[config.mk]
export PLATFORM = sky130hd
export DESIGN_NAME = huff_stream_sched
export DESIGN_NICKNAME = d
export VERILOG_FILES = /design/src/rtl/huff_stream_sched.sv
export SDC_FILE = /design/constraint.sdc
export NUM_CORES = 1
export LEC_CHECK = 0
export ABC_AREA = 0
export CAP_MARGIN = 15
export CORE_UTILIZATION = 61
export DETAILED_ROUTE_END_ITERATION = 16
export HOLD_SLACK_MARGIN = 0.08
export PLACE_DENSITY = 0.84
export SLEW_MARGIN = 20
export SYNTH_ARGS = -nofsm -noshare
export SYNTH_HDL_FRONTEND = slang
export SYNTH_SLANG_ARGS = --single-unit
[constraint.sdc]
create_clock -name clk -period 5.9 [get_ports clk]
set_input_delay 0.885 -clock clk [delete_from_list [all_inputs] [get_ports clk]]
set_output_delay 0.885 -clock clk [all_outputs]
set_load 0.01 [all_outputs]
[src/rtl/huff_stream_sched.sv]
// Frame scheduler for the Huffman decoder: slices packed code words MSB-first into
// 1..4 bit chunks, counts decoded symbols and closes the frame on the programmed count.
// Optional statistics counters are built when HUFF_SCHED_STATS_EN is defined.
module huff_stream_sched #(
  parameter int unsigned WORD_W  = 16,
  parameter int unsigned SYM_W   = 12,
  parameter int unsigned HOLDOFF = 2,
  parameter int unsigned TIMEOUT = 15
) (
  input  logic              clk,
  input  logic              reset,
  input  logic              start,
  input  logic              abort,
  input  logic [SYM_W-1:0]  frame_syms,
  input  logic              w_valid,
  input  logic [WORD_W-1:0] w_data,
  input  logic              w_last,
  input  logic [5:0]        w_last_bits,
  output logic              w_ready,
  input  logic              aready,
  output logic              svalid,
  output logic [3:0]        in_data,
  output logic [2:0]        in_len,
  input  logic              tvalid,
  output logic              busy,
  output logic              done,
  output logic [SYM_W-1:0]  sym_count,
  output logic              err_underrun
`ifdef HUFF_SCHED_STATS_EN
  ,
  output logic [15:0]       bits_fed,
  output logic [7:0]        words_fed
`endif
);

  typedef enum logic [2:0] {
    StIdle,
    StFetch,
    StFeed,
    StWait,
    StDrain,
    StDone
  } state_e;

  state_e             state_q, state_d;
  logic [WORD_W-1:0]  hold_q, hold_d;
  logic [5:0]         bits_left_q, bits_left_d;
  logic               last_q, last_d;
  logic [SYM_W-1:0]   frame_syms_q, frame_syms_d;
  logic [SYM_W-1:0]   sym_count_q, sym_count_d;
  logic [7:0]         hold_cnt_q, hold_cnt_d;
  logic [15:0]        to_cnt_q, to_cnt_d;
  logic               w_ready_q, w_ready_d;
  logic               svalid_q, svalid_d;
  logic [3:0]         in_data_q, in_data_d;
  logic [2:0]         in_len_q, in_len_d;
  logic               busy_q, busy_d;
  logic               done_q, done_d;
  logic               err_q, err_d;

  logic               active;
  logic               finish;
  logic [SYM_W-1:0]   sym_inc;
  logic [5:0]         last_bits;
  logic [2:0]         chunk_len;
  logic [3:0]         chunk_top;

`ifdef HUFF_SCHED_STATS_EN
  logic [15:0]        bits_fed_q, bits_fed_d;
  logic [7:0]         words_fed_q, words_fed_d;
  logic [16:0]        bits_sum;
`endif

  // Shared decode of the current word/chunk geometry.
  always_comb begin
    active    = (state_q == StFetch) || (state_q == StFeed) ||
                (state_q == StWait) || (state_q == StDrain);
    sym_inc   = sym_count_q + SYM_W'(1);
    finish    = active && tvalid && (sym_inc == frame_syms_q);
    // Out-of-range final bit counts fall back to a full word.
    last_bits = ((w_last_bits == 6'd0) || (32'(w_last_bits) > WORD_W)) ?
                6'(WORD_W) : w_last_bits;
    chunk_len = (bits_left_q >= 6'd4) ? 3'd4 : bits_left_q[2:0];
    chunk_top = hold_q[WORD_W-1 -: 4];
  end

  // Next-state and registered-output logic.
  always_comb begin
    state_d      = state_q;
    hold_d       = hold_q;
    bits_left_d  = bits_left_q;
    last_d       = last_q;
    frame_syms_d = frame_syms_q;
    sym_count_d  = sym_count_q;
    hold_cnt_d   = hold_cnt_q;
    to_cnt_d     = to_cnt_q;
    svalid_d     = 1'b0;
    in_data_d    = in_data_q;
    in_len_d     = in_len_q;
    busy_d       = busy_q;
    done_d       = 1'b0;
    err_d        = err_q;
`ifdef HUFF_SCHED_STATS_EN
    bits_fed_d   = bits_fed_q;
    words_fed_d  = words_fed_q;
    bits_sum     = {1'b0, bits_fed_q} + 17'(chunk_len);
`endif

    case (state_q)
      StIdle: begin
        if (start && !abort) begin
          frame_syms_d = frame_syms;
          sym_count_d  = '0;
          err_d        = 1'b0;
          busy_d       = 1'b1;
`ifdef HUFF_SCHED_STATS_EN
          bits_fed_d   = '0;
          words_fed_d  = '0;
`endif
          state_d      = (frame_syms == '0) ? StDone : StFetch;
        end
      end
      StFetch: begin
        if (w_valid && w_ready_q) begin
          hold_d      = w_data;
          bits_left_d = w_last ? last_bits : 6'(WORD_W);
          last_d      = w_last;
`ifdef HUFF_SCHED_STATS_EN
          if (words_fed_q != 8'hFF) words_fed_d = words_fed_q + 8'd1;
`endif
          state_d     = StFeed;
        end
      end
      StFeed: begin
        // A chunk is withheld when the frame is closing or being aborted this cycle.
        if (aready && !finish && !abort) begin
          svalid_d    = 1'b1;
          in_len_d    = chunk_len;
          in_data_d   = chunk_top >> (3'd4 - chunk_len);
          hold_d      = hold_q << chunk_len;
          bits_left_d = bits_left_q - {3'b000, chunk_len};
          hold_cnt_d  = '0;
`ifdef HUFF_SCHED_STATS_EN
          bits_fed_d  = bits_sum[16] ? 16'hFFFF : bits_sum[15:0];
`endif
          state_d     = StWait;
        end
      end
      StWait: begin
        if (32'(hold_cnt_q) + 32'd1 >= HOLDOFF) begin
          if (bits_left_q != 6'd0) begin
            state_d = StFeed;
          end else if (!last_q) begin
            state_d = StFetch;
          end else begin
            to_cnt_d = '0;
            state_d  = StDrain;
          end
        end else begin
          hold_cnt_d = hold_cnt_q + 8'd1;
        end
      end
      StDrain: begin
        if (tvalid) begin
          to_cnt_d = '0;
        end else if (32'(to_cnt_q) + 32'd1 >= TIMEOUT) begin
          err_d   = 1'b1;
          state_d = StDone;
        end else begin
          to_cnt_d = to_cnt_q + 16'd1;
        end
      end
      StDone: begin
        done_d  = 1'b1;
        busy_d  = 1'b0;
        state_d = StIdle;
      end
      default: state_d = StIdle;
    endcase

    // Symbol counting overrides the bit-feeding transitions.
    if (active && tvalid) begin
      if (sym_count_q < frame_syms_q) sym_count_d = sym_inc;
      if (finish) state_d = StDone;
    end

    if (abort) begin
      state_d  = StIdle;
      svalid_d = 1'b0;
      busy_d   = 1'b0;
      done_d   = 1'b0;
    end

    w_ready_d = (state_d == StFetch);
  end

  // State and output registers.
  always_ff @(posedge clk or posedge reset) begin
    if (reset) begin
      state_q      <= StIdle;
      hold_q       <= '0;
      bits_left_q  <= '0;
      last_q       <= 1'b0;
      frame_syms_q <= '0;
      sym_count_q  <= '0;
      hold_cnt_q   <= '0;
      to_cnt_q     <= '0;
      w_ready_q    <= 1'b0;
      svalid_q     <= 1'b0;
      in_data_q    <= '0;
      in_len_q     <= '0;
      busy_q       <= 1'b0;
      done_q       <= 1'b0;
      err_q        <= 1'b0;
    end else begin
      state_q      <= state_d;
      hold_q       <= hold_d;
      bits_left_q  <= bits_left_d;
      last_q       <= last_d;
      frame_syms_q <= frame_syms_d;
      sym_count_q  <= sym_count_d;
      hold_cnt_q   <= hold_cnt_d;
      to_cnt_q     <= to_cnt_d;
      w_ready_q    <= w_ready_d;
      svalid_q     <= svalid_d;
      in_data_q    <= in_data_d;
      in_len_q     <= in_len_d;
      busy_q       <= busy_d;
      done_q       <= done_d;
      err_q        <= err_d;
    end
  end

`ifdef HUFF_SCHED_STATS_EN
  // Statistics counters.
  always_ff @(posedge clk or posedge reset) begin
    if (reset) begin
      bits_fed_q  <= '0;
      words_fed_q <= '0;
    end else begin
      bits_fed_q  <= bits_fed_d;
      words_fed_q <= words_fed_d;
    end
  end

  assign bits_fed  = bits_fed_q;
  assign words_fed = words_fed_q;
`endif

  assign w_ready      = w_ready_q;
  assign svalid       = svalid_q;
  assign in_data      = in_data_q;
  assign in_len       = in_len_q;
  assign busy         = busy_q;
  assign done         = done_q;
  assign sym_count    = sym_count_q;
  assign err_underrun = err_q;

endmodule

==> impl_results.rst <==
.. list-table::
   :header-rows: 1

   * - Metric
     - Value
   * - Number of levels the H-tree was split into
     - 3
   * - Number of placement rows
     - 34
   * - Power per cell area
     - 305 nW/µm²
   * - HP Start
     - to_cnt_q[15]
   * - IO Pins
     - 66
   * - Area inside the core boundary
     - 8760 µm²
   * - Worst hold slack across all endpoints
     - 492 ps
   * - Total wirelength of the detailed-routed design
     - 13200 µm
   * - Synthesized Nets
     - 666
   * - Via count
     - 4832
   * - Total cell area at the placement stage
     - 6200 µm²
   * - Pin count of the biggest net entering global routing
     - 54
   * - Area growth, synth to finish
     - 15.6%
   * - Library cell contributing the largest single delay on the critical path
     - sky130_fd_sc_hd__nor2_1
   * - Fraction of registers with async set/reset
     - 100%
   * - Register-to-register setup slack
     - 2790 ps
   * - Signal arrival time at the worst endpoint
     - 3360 ps
   * - Maxcap violations
     - 0
   * - Final Power
     - 1.97 mW
   * - Data required time of the worst path
     - 6150 ps
   * - Synth Cell Area
     - 5570 µm²
   * - R2R cell count
     - 5
   * - Die extent in x
     - 97.6 µm
   * - Launching element type of the critical path
     - flop
   * - Vias per std cell
     - 6.33
   * - Worst reg2reg path endpoint
     - hold_q[13]
   * - Avg Inst Size Synth
     - 9.21 µm²
   * - Cell depth of the worst hold path
     - 1
   * - Setup violators final
     - 0
   * - Static leakage
     - 2.78 nW
   * - Post-synthesis register bit count
     - 86
   * - Net count of the finished layout
     - 711
   * - Max frequency
     - 321 MHz
   * - Final estimated routing congestion in global placement
     - 0.852
   * - Start of the worst register-to-register path
     - state_q[0]
   * - Count of buffers from port buffering
     - 65
   * - DRT iter0 DRCs
     - 212
   * - Ys Warns
     - 0
   * - Post-detailed-route count of antenna-violating nets
     - 0
   * - Die outline area
     - 9520 µm²
   * - Classification of the worst-slack hold path
     - flop to flop
   * - Clock Tree Buf Depth
     - 2
   * - Largest voltage drop on the vdd net
     - 0.213 mV
   * - Detailed placement HPWL
     - 9450 µm
   * - Via count of the first global-routing pass
     - 4701
   * - TritonCTS clock tree
     - done
   * - Worst clock skew
     - 16.8 ps
   * - Total global routing overflow
     - 0
   * - Final critical-path setup slack
     - 2790 ps
   * - Share of synthesized area occupied by flip-flops and latches
     - 38.6%
   * - Final cycle utilization of the critical path
     - 52.8%
   * - EDFF count, synth
     - 0
   * - Number of antenna violations at the first check in global routing
     - 0
   * - Final Critical Period
     - 3110 ps
   * - CTS hold repair buffers
     - 0
   * - Worst Path Class, Setup
     - flop to flop
   * - Die Y
     - 97.6 µm
   * - Average wire per cell in the routed design
     - 17.3 µm
   * - CTS Root Cell
     - sky130_fd_sc_hd__clkbuf_8
   * - Status
     - finished, final reports clean
   * - Overall routing resource usage
     - 29.1%
   * - End point of the worst hold path
     - to_cnt_q[15]
   * - Starting density of the core
     - 63.6%
   * - Worst relative slew slack
     - 38.7%
   * - Number of optimization iterations in the first detailed-route pass
     - 5
   * - Setup TNS
     - 0 ps
   * - Number of buffers created by CTS
     - 9
   * - Share of post-route cells with drive strength above 1
     - 10.2%
   * - Dominant synthesized flop cell
     - sky130_fd_sc_hd__dfrtp_1
   * - Crit path largest cell delay
     - 710 ps
   * - Peak fanout along the critical path
     - 19
   * - Crit end category
     - flop
   * - Remaining routing DRC violations
     - 0
   * - Number of buffers added for setup after CTS
     - 0
   * - Sinks on the clock net
     - 86
   * - Synth unique cells
     - 67
   * - Clock transition at the register clock pins on the worst setup and hold paths after CTS
     - 100 ps
   * - # resized after CTS
     - 0
   * - Gate count of the mapped netlist
     - 605
   * - Clk Latency, worst-skew pair
     - 370 ps
   * - Total count of hold-check failures in the final report
     - 0
   * - Worst Setup Slack post-DPL
     - 2700 ps
   * - Design area
     - 6440 µm²
   * - Max Transition Viols Final
     - 0
   * - Worst slew pin tran
     - 917 ps
   * - Antenna diode instance count
     - 0
   * - First-pass GRT wire length
     - 22500 µm
   * - Unrepaired setup endpoints after global routing
     - false
   * - Ordered cell list for the critical path
     - nand2b_1 -> nor2_1 -> nand3b_1 -> o21ai_4 -> mux2_2
## power by group
group	internal, mW	switching, mW
Clock	0.286	0.225
Sequential	0.682	0.169
Combinational	0.305	0.300
Total	1.27	0.694
## worst max-delay path: cells and delay by family, from the launching register on
family,cells,cell delay [ps]
flip-flops,1,510
AND/OR/NAND/NOR,3,1430
multiplexers,1,400
AO/OA/AOI/OAI,1,640
## Yosys cell counts (7+ instances only)
| cell type | number | share of area (%) |
|---|---|---|
| sky130_fd_sc_hd__and3_1 | 9 | 1.0 |
| sky130_fd_sc_hd__inv_1 | 21 | 1.4 |
| sky130_fd_sc_hd__clkbuf_1 | 20 | 1.3 |
| sky130_fd_sc_hd__xor2_1 | 11 | 1.7 |
| sky130_fd_sc_hd__a21o_1 | 7 | 0.94 |
| sky130_fd_sc_hd__buf_6 | 7 | 1.4 |
| sky130_fd_sc_hd__or3_1 | 11 | 1.2 |
| sky130_fd_sc_hd__a31oi_1 | 7 | 0.79 |
| sky130_fd_sc_hd__xnor2_1 | 9 | 1.4 |
| sky130_fd_sc_hd__mux2_2 | 27 | 5.5 |
| sky130_fd_sc_hd__nand2_1 | 52 | 3.5 |
| sky130_fd_sc_hd__nor2_1 | 56 | 3.8 |
| sky130_fd_sc_hd__ha_1 | 19 | 4.3 |
| sky130_fd_sc_hd__nand3_1 | 19 | 1.7 |
| sky130_fd_sc_hd__nor4_1 | 8 | 0.90 |
| sky130_fd_sc_hd__o21ai_0 | 32 | 2.9 |
| sky130_fd_sc_hd__nor3_1 | 24 | 2.2 |
| sky130_fd_sc_hd__a21oi_1 | 42 | 3.8 |
| sky130_fd_sc_hd__and2_1 | 22 | 2.5 |
| sky130_fd_sc_hd__dfrtp_1 | 86 | 39 |
| sky130_fd_sc_hd__mux4_2 | 8 | 3.2 |
| sky130_fd_sc_hd__nand4_1 | 7 | 0.79 |
## layout make-up
cell class | instances | area, µm²
multi-input combinational | 463 | 3150
fill | 645 | 2320
sequential | 86 | 2150
timing repair buffer | 68 | 673
tap | 108 | 135
clock buffer | 10 | 128
clock inverter | 6 | 119
inverter | 22 | 83.8
## per-layer routing
| metal | global-route usage, % | up-vias | share of wire, % |
|---|---|---|---|
| li1 | - | 2296 | - |
| met1 | 38.1 | 2349 | 42 |
| met2 | 48.3 | 159 | 50 |
| met3 | 5.76 | 28 | 5.6 |
| met4 | 10.1 | 0 | 1.8 |
| met5 | 0 | - | 0 |
## state kept, by name, indices dropped and copies added (netlist names)
signal / count
to_cnt_q: 16
last_q: 1
bits_left_q: 6
err_underrun: 1
w_ready: 1
state_q: 3
in_len: 3
in_data: 4
hold_q: 16
svalid: 1
hold_cnt_q: 8
sym_count: 12
busy: 1
frame_syms_q: 12
done: 1
## cells by family after synthesis
group,synth area share (%)
and+or+nand+nor,22.6
AOI/OAI and AO/OA,16.8
adders and majority gates,4.27
muxes,9.77
other,0.0673
DFF,38.6
xor gates and xnor gates,3.14
buffers and inverters,4.80
## placed cells by master (no fill, tap or decap), types with 4 or more instances in the layout
cell type and n:
sky130_fd_sc_hd__nand4_1 7, sky130_fd_sc_hd__or3_1 11, sky130_fd_sc_hd__nor3_1 24, sky130_fd_sc_hd__nor3b_1 4, sky130_fd_sc_hd__nor2b_1 5, sky130_fd_sc_hd__o31ai_1 4, sky130_fd_sc_hd__xor2_1 11, sky130_fd_sc_hd__a211oi_1 6
sky130_fd_sc_hd__and3_1 9, sky130_fd_sc_hd__nand3_1 19, sky130_fd_sc_hd__clkbuf_8 9, sky130_fd_sc_hd__ha_1 19, sky130_fd_sc_hd__o21ai_0 32, sky130_fd_sc_hd__a211o_1 5, sky130_fd_sc_hd__a31oi_1 7, sky130_fd_sc_hd__inv_1 20
sky130_fd_sc_hd__a21o_1 7, sky130_fd_sc_hd__nand2_1 52, sky130_fd_sc_hd__nand2b_1 5, sky130_fd_sc_hd__a22oi_1 5, sky130_fd_sc_hd__mux2_2 27, sky130_fd_sc_hd__dfrtp_1 86, sky130_fd_sc_hd__mux2i_1 6, sky130_fd_sc_hd__nor4_1 8
sky130_fd_sc_hd__nor2_1 56, sky130_fd_sc_hd__and2_1 22, sky130_fd_sc_hd__clkdlybuf4s50_1 65, sky130_fd_sc_hd__xnor2_1 9, sky130_fd_sc_hd__mux4_2 8, sky130_fd_sc_hd__a21oi_1 42
## per-stage QoR
stage	instances	util (%)
after global placement	747	70.7
after CTS	763	73.5
after global routing	763	73.5
final	763	73.5
after floorplan	605	-
after detailed placement	747	70.7
## worst max path at each step
| stage | from | to | cells after the start |
|---|---|---|---|
| 3_5_place_dp | abort | sym_count[3] | 5 |
| 5_1_grt | state_q[0] | hold_cnt_q[0] | 6 |
| 4_1_cts | state_q[0] | hold_cnt_q[0] | 6 |
| 6_report | state_q[0] | hold_q[13] | 5 |
| 2_1_floorplan | reset | bits_left_q[0] | 1 |
| 3_3_place_gp | abort | sym_count[10] | 5 |
Note: power is estimated with default switching activity, not from simulation.
